$ cat config.mk
export PLATFORM = sky130hd
export DESIGN_NAME = addsub_byte_seq
export DESIGN_NICKNAME = d
export VERILOG_FILES = /design/src/rtl/addsub_pkg.sv /design/src/rtl/byte_csel_adder.sv /design/src/rtl/addsub_byte_seq.sv
export SDC_FILE = /design/constraint.sdc
export NUM_CORES = 1
export LEC_CHECK = 0
export ABC_AREA = 1
export ABC_CLOCK_PERIOD_IN_PS = 5790
export CAP_MARGIN = 20
export CORE_MARGIN = 1
export CORE_UTILIZATION = 55
export DETAILED_ROUTE_END_ITERATION = 8
export GPL_TIMING_DRIVEN = 0
export PLACE_DENSITY_LB_ADDON = 0.3
export SYNTH_ARGS = -nofsm -noshare
export SYNTH_HDL_FRONTEND = slang
export SYNTH_SLANG_ARGS = --single-unit
$ cat constraint.sdc
create_clock -name clk -period 5.79 [get_ports clk]
set_input_delay 0.8685 -clock clk [delete_from_list [all_inputs] [get_ports clk]]
set_output_delay 0.8685 -clock clk [all_outputs]
set_load 0.01 [all_outputs]
$ cat src/rtl/addsub_pkg.sv
// Shared definitions for the byte-serial adder/subtractor: FSM states, byte width
// and the index-width helper.
package addsub_pkg;

  localparam int BYTE_W = 8;

  typedef enum logic [1:0] {
    ST_IDLE = 2'd0,
    ST_RUN  = 2'd1,
    ST_DONE = 2'd2
  } state_e;

  function automatic int clog2(input int n);
    int r;
    r = 0;
    for (int i = 0; i < 31; i++) begin
      r = ((1 << i) < n) ? (i + 1) : r;
    end
    return r;
  endfunction

endpackage

$ cat src/rtl/byte_csel_adder.sv
// 8-bit combinational carry-select adder: the upper nibble is computed for both
// carry values and selected by the lower-nibble carry.
module byte_csel_adder
  import addsub_pkg::*;
(
  input  logic [BYTE_W-1:0] a_i,
  input  logic [BYTE_W-1:0] b_i,
  input  logic              c_i,
  output logic [BYTE_W-1:0] sum_o,
  output logic              cout_o,
  output logic              c_msb_o
);

  logic [4:0] lo_s;
  logic [4:0] hi0_s;
  logic [4:0] hi1_s;

  assign lo_s  = {1'b0, a_i[3:0]} + {1'b0, b_i[3:0]} + {4'b0000, c_i};
  assign hi0_s = {1'b0, a_i[7:4]} + {1'b0, b_i[7:4]};
  assign hi1_s = {1'b0, a_i[7:4]} + {1'b0, b_i[7:4]} + 5'd1;

  assign sum_o  = {(lo_s[4] ? hi1_s[3:0] : hi0_s[3:0]), lo_s[3:0]};
  assign cout_o = lo_s[4] ? hi1_s[4] : hi0_s[4];
  // Carry into bit 7 recovered from the sum bit and its operands.
  assign c_msb_o = sum_o[7] ^ a_i[7] ^ b_i[7];

endmodule

$ cat src/rtl/addsub_byte_seq.sv
// W-bit add (or subtract with ADDSUB_SUB_EN defined) computed one byte per cycle,
// LSB first, on a single shared byte adder, with valid/ready handshakes.
module addsub_byte_seq
  import addsub_pkg::*;
#(
  parameter int NBYTES = 4
) (
  input  logic                     clk,
  input  logic                     rst_n,
  input  logic                     in_valid,
  output logic                     in_ready,
  input  logic [BYTE_W*NBYTES-1:0] a,
  input  logic [BYTE_W*NBYTES-1:0] b,
  input  logic                     cin,
`ifdef ADDSUB_SUB_EN
  input  logic                     op_sub,
`endif
  output logic                     out_valid,
  input  logic                     out_ready,
  output logic [BYTE_W*NBYTES-1:0] sum,
  output logic                     cout,
  output logic                     ovf,
  output logic                     busy
);

  localparam int W     = BYTE_W * NBYTES;
  localparam int IDX_W = clog2(NBYTES);
  localparam logic [IDX_W-1:0] IDX_LAST = IDX_W'(NBYTES - 1);

  state_e           state_q;
  logic [IDX_W-1:0] idx_q;
  logic [W-1:0]     a_q;
  logic [W-1:0]     b_q;
  logic [W-1:0]     sum_q;
  logic             carry_q;
  logic             cout_q;
  logic             ovf_q;
  logic             out_valid_q;
  logic             in_ready_q;
  logic             busy_q;
`ifdef ADDSUB_SUB_EN
  logic             op_sub_q;
`endif

  logic [W-1:0]      sum_d;
  logic [BYTE_W-1:0] a_byte_s;
  logic [BYTE_W-1:0] b_byte_s;
  logic [BYTE_W-1:0] add_b_s;
  logic [BYTE_W-1:0] byte_sum_s;
  logic              byte_cout_s;
  logic              byte_cmsb_s;

  // Select the current operand bytes and splice the new sum byte into place.
  always_comb begin
    a_byte_s = '0;
    b_byte_s = '0;
    sum_d    = sum_q;
    for (int i = 0; i < NBYTES; i++) begin
      a_byte_s = (idx_q == IDX_W'(i)) ? a_q[i*BYTE_W +: BYTE_W] : a_byte_s;
      b_byte_s = (idx_q == IDX_W'(i)) ? b_q[i*BYTE_W +: BYTE_W] : b_byte_s;
      sum_d[i*BYTE_W +: BYTE_W] = (idx_q == IDX_W'(i)) ? byte_sum_s
                                                        : sum_q[i*BYTE_W +: BYTE_W];
    end
`ifdef ADDSUB_SUB_EN
    add_b_s = op_sub_q ? ~b_byte_s : b_byte_s;
`else
    add_b_s = b_byte_s;
`endif
  end

  byte_csel_adder u_byte_add (
    .a_i     (a_byte_s),
    .b_i     (add_b_s),
    .c_i     (carry_q),
    .sum_o   (byte_sum_s),
    .cout_o  (byte_cout_s),
    .c_msb_o (byte_cmsb_s)
  );

  // Control FSM with registered outputs; out_valid rises one cycle after DONE entry.
  always_ff @(posedge clk) begin
    if (!rst_n) begin
      state_q     <= ST_IDLE;
      idx_q       <= '0;
      a_q         <= '0;
      b_q         <= '0;
      sum_q       <= '0;
      carry_q     <= 1'b0;
      cout_q      <= 1'b0;
      ovf_q       <= 1'b0;
      out_valid_q <= 1'b0;
      in_ready_q  <= 1'b1;
      busy_q      <= 1'b0;
`ifdef ADDSUB_SUB_EN
      op_sub_q    <= 1'b0;
`endif
    end else begin
      case (state_q)
        ST_IDLE: begin
          if (in_valid) begin
            a_q        <= a;
            b_q        <= b;
            idx_q      <= '0;
`ifdef ADDSUB_SUB_EN
            op_sub_q   <= op_sub;
            carry_q    <= op_sub ? 1'b1 : cin;
`else
            carry_q    <= cin;
`endif
            state_q    <= ST_RUN;
            in_ready_q <= 1'b0;
            busy_q     <= 1'b1;
          end else begin
            state_q    <= ST_IDLE;
            in_ready_q <= 1'b1;
            busy_q     <= 1'b0;
          end
        end
        ST_RUN: begin
          sum_q   <= sum_d;
          carry_q <= byte_cout_s;
          if (idx_q == IDX_LAST) begin
            idx_q   <= '0;
            cout_q  <= byte_cout_s;
            ovf_q   <= byte_cmsb_s ^ byte_cout_s;
            state_q <= ST_DONE;
          end else begin
            idx_q   <= idx_q + 1'b1;
            state_q <= ST_RUN;
          end
        end
        ST_DONE: begin
          if (out_valid_q && out_ready) begin
            state_q     <= ST_IDLE;
            out_valid_q <= 1'b0;
            in_ready_q  <= 1'b1;
            busy_q      <= 1'b0;
          end else begin
            out_valid_q <= 1'b1;
          end
        end
        default: begin
          state_q     <= ST_IDLE;
          idx_q       <= '0;
          out_valid_q <= 1'b0;
          in_ready_q  <= 1'b1;
          busy_q      <= 1'b0;
        end
      endcase
    end
  end

  assign in_ready  = in_ready_q;
  assign out_valid = out_valid_q;
  assign sum       = sum_q;
  assign cout      = cout_q;
  assign ovf       = ovf_q;
  assign busy      = busy_q;

endmodule

==> qor.csv <==
stage;metric;value;unit
outcome;status;complete, no violations;
route;remaining_drc_errors;0;
synthesis;ys_warn_count;0;
synthesis;synth_top_flop_cell;dfxtp_1;
synthesis;avgSynthCellArea;7.442;um2
synthesis;syn_area;4882;um2
placement;dp_slack;2.204;ns
die;die_h;96.22;um
cells_and_area;syn2layout_area_growth;28.06;%
placement;placed_cell_area;6058;um2
timing;final.min_clock_period;3.637;ns
power;p_int;0.001160;W
cells_and_area;seqCellArea;2122;um2
timing;rsz0062_at_grt;false;
grt;grt_util_all_layers;29.44;%
clock_tree;post_cts_resized;0;
cells_and_area;multi_input_area;2381;um2
worst_setup_path;worstPathMaxFanout;10;
route;top_layer_used;met4;
power;pwr-share-clk;27.4;%
route;wl_per_cell;14.77;um
timing;slew_viol_final;0;
hold_path;hold_path_class;reg2reg;
power;ir_worst_vdd;0.1381;mV
die;initial_core_util;56.53;%
route;met1_length;5.413;mm
route;routed_wl;13.04;mm
timing;worst_pin_slew;0.5437;ns
timing;slew_headroom;63.49;%
timing;finalClockSkew;0.008826;ns
synthesis;mappedNetlistNets;740;
worst_setup_path;critPathArrivalTime;3.92;ns
synthesis;synth_edf_count;0;
grt;grt_pass1_vias;4593;
power;powerDensity;270.8;nW/um2
die;row_count;34;
clock_tree;cts.sinks;106;
route;vias_per_cell;5.593;
placement;port-buffer-count;104;
placement;dp_cells;868;
clock_tree;htreeDepth;3;
worst_setup_path;critical_path_class;reg2reg;
power;netSwitchingPower;0.0005331;W
worst_setup_path;crit_path_end_kind;register;
timing;finalSetupTns;0;ns
power;power.leakage;2.741;nW
cells_and_area;fillers;695;
cells_and_area;diodes;0;
die;die_width;96.22;um
worst_setup_path;startpoint_type;register;
grt;grt_max_degree;17;
grt;grt_pass1_wl;20.90;mm
grt;grt-ovfl-total;0;
grt;grt_antenna_before_repair;0;
timing;post-route-period-util;62.81;%
clock_tree;clockBufferDepth;2;
route;first_pass_iters;5;
route;wl_met3;890;um
power;p_sw_share;31.48;%
cells_and_area;final_cells;883;
placement;gp_congestion;0.8935;
cells_and_area;stdcell_area;6252;um2
timing;hold_violations;0;
worst_setup_path;worstReg2RegStart;idx_q[0];
timing;setup_viol;0;
clock_tree;cts_hold_buf;0;
timing;fin_ws;2.153;ns
clock_tree;cts_buffers;9;
power;p_seq_share;47.8;%
die;core;8636;um2
synthesis;ys_types;33;
route;drtIter0Drc;315;
worst_setup_path;endpoint;ovf;
cells_and_area;final_cell_mix;143 x nor2_1, 106 x dfxtp_1, 104 x clkdlybuf4s50_1;
cells_and_area;fin_nets;855;
cells_and_area;final_common_cell;nor2_1;
synthesis;postSynth.asyncResetShare;0;%
synthesis;synth_seq_area_share;43.46;%
worst_setup_path;r2r-end;ovf;
synthesis;syn_inst;656;
worst_setup_path;critPathRequiredTime;6.07;ns
synthesis;ys_seq_elements;106;
clock_tree;postCtsSetupBuffers;0;
job;drv_cap;0;
clock_tree;clk_latency;0.38;ns
clock_tree;clkTransAtPathRegs;0.10;ns
cells_and_area;drive_gt1_share;8.516;%
route;vias;4939;
power;combPwrFrac;24.8;%
route;drtAntennaViolNets;0;
worst_setup_path;regToRegSetupSlack;2.15;ns
placement;hpwl;10.01;mm
die;dieArea;9257;um2
worst_setup_path;startpoint;idx_q[0];
die;num_io_pins;106;
hold_path;hold_depth;2;
route;dr_wl_met2;6.208;mm
clock_tree;cts_tree;yes;
worst_setup_path;reg2reg_depth;23;
clock_tree;cts_root_buf;clkbuf_8;
timing;max_freq;275.0;MHz
==> cell families (layout without fill, tap and decap cells) <==
kind of cell / count (synthesis) / in the layout / share of synthesized area (%)
flip-flops: 106 / 106 / 43.46
AND/OR/NAND/NOR: 260 / 260 / 23.22
XOR/XNOR: 4 / 4 / 0.7177
AO/OA/AOI/OAI: 183 / 183 / 20.53
adder cells (fa/ha/maj): 15 / 15 / 4.305
buffers and inverters: 88 / 207 / 7.765
==> flip-flops by register name, summed over array words and instances (netlist names) <==
name	count
b_q	32
busy	1
ovf	1
a_q	32
idx_q	2
sum	32
state_q	2
carry_q	1
out_valid	1
cout	1
in_ready	1
==> final cells by class <==
cell class	instances	share of cell area (%)
repair buffers	104	16.65
inverters	49	2.942
plain buffers	39	3.122
well taps	108	2.161
clock buffers	11	2.261
flip-flops and latches	106	33.94
clock inverters	4	0.8405
multi-input cells	462	38.08
==> through the flow <==
stage / hold WS [ns] / power, W / utilization, %
3_3_place_gp: 0.4392 / 0.001220 / 70.15
3_5_place_dp: 0.4555 / 0.001237 / 70.15
4_1_cts: 0.4684 / 0.001683 / 72.40
2_1_floorplan: 0.4292 / 0.001080 / -
6_report: 0.4700 / 0.001693 / 72.40
5_1_grt: 0.4980 / 0.001761 / 72.40
==> routing by layer <==
layer	track usage, %	up-vias
met5	0	-
li1	-	2376
met3	4.186	44
met2	51.30	225
met1	34.77	2294
met4	15.80	0
==> how the worst min path moves through the flow <==
stage	startpoint	slack, ns	endpoint
after floorplan	a_q[15]	0.43	a_q[15]
after global placement	a_q[17]	0.44	a_q[17]
after detailed placement	b_q[23]	0.46	b_q[23]
after CTS	b_q[23]	0.47	b_q[23]
after global routing	b_q[23]	0.50	b_q[23]
final	b_q[23]	0.47	b_q[23]
==> power by group through the flow <==
stage	clock network (W)	registers (W)	logic, W
finish	0.000464	0.000809	0.000420
global route	0.000484	0.000814	0.000463
CTS	0.000460	0.000808	0.000415
detailed placement	0	0.000824	0.000413
global placement	0	0.000822	0.000397
floorplan	0	0.000822	0.000258
==> synthesized netlist by cell type, types with 3 or more instances <==
cell / instances / area share [%]
nor2_1: 143 / 11
dfxtp_1: 106 / 43
o21ai_0: 102 / 10
nand2_1: 52 / 4.0
a21oi_1: 47 / 4.8
inv_1: 42 / 3.2
nand3_1: 38 / 3.9
clkbuf_1: 19 / 1.5
buf_2: 13 / 1.3
o21bai_1: 13 / 2.0
ha_1: 12 / 3.1
nand2_2: 12 / 1.5
inv_2: 7 / 0.54
o21ai_1: 6 / 0.62
o21a_1: 5 / 0.77
nor2_2: 4 / 0.51
nor2_4: 4 / 0.92
fa_1: 3 / 1.2
nand2_4: 3 / 0.69
o211ai_1: 3 / 0.46
==> worst max-delay path, cell delays in order, from the launching register on <==
cell	delay [ns]
dfxtp_1	0.35
inv_1	0.13
ha_1	0.16
buf_2	0.20
buf_1	0.38
nand3_1	0.12
nand3_1	0.08
o21ai_0	0.09
a21oi_1	0.30
fa_1	0.26
inv_1	0.08
fa_1	0.43
inv_1	0.08
nand3_1	0.07
nand2_2	0.11
nand2_2	0.08
nor2_4	0.12
nand3_2	0.12
nand2_4	0.13
nand2_2	0.05
nand3_1	0.06
nand3_1	0.07
nand2_1	0.05
inv_1	0.03
No activity file was read; power rests on OpenSTA's default activity.
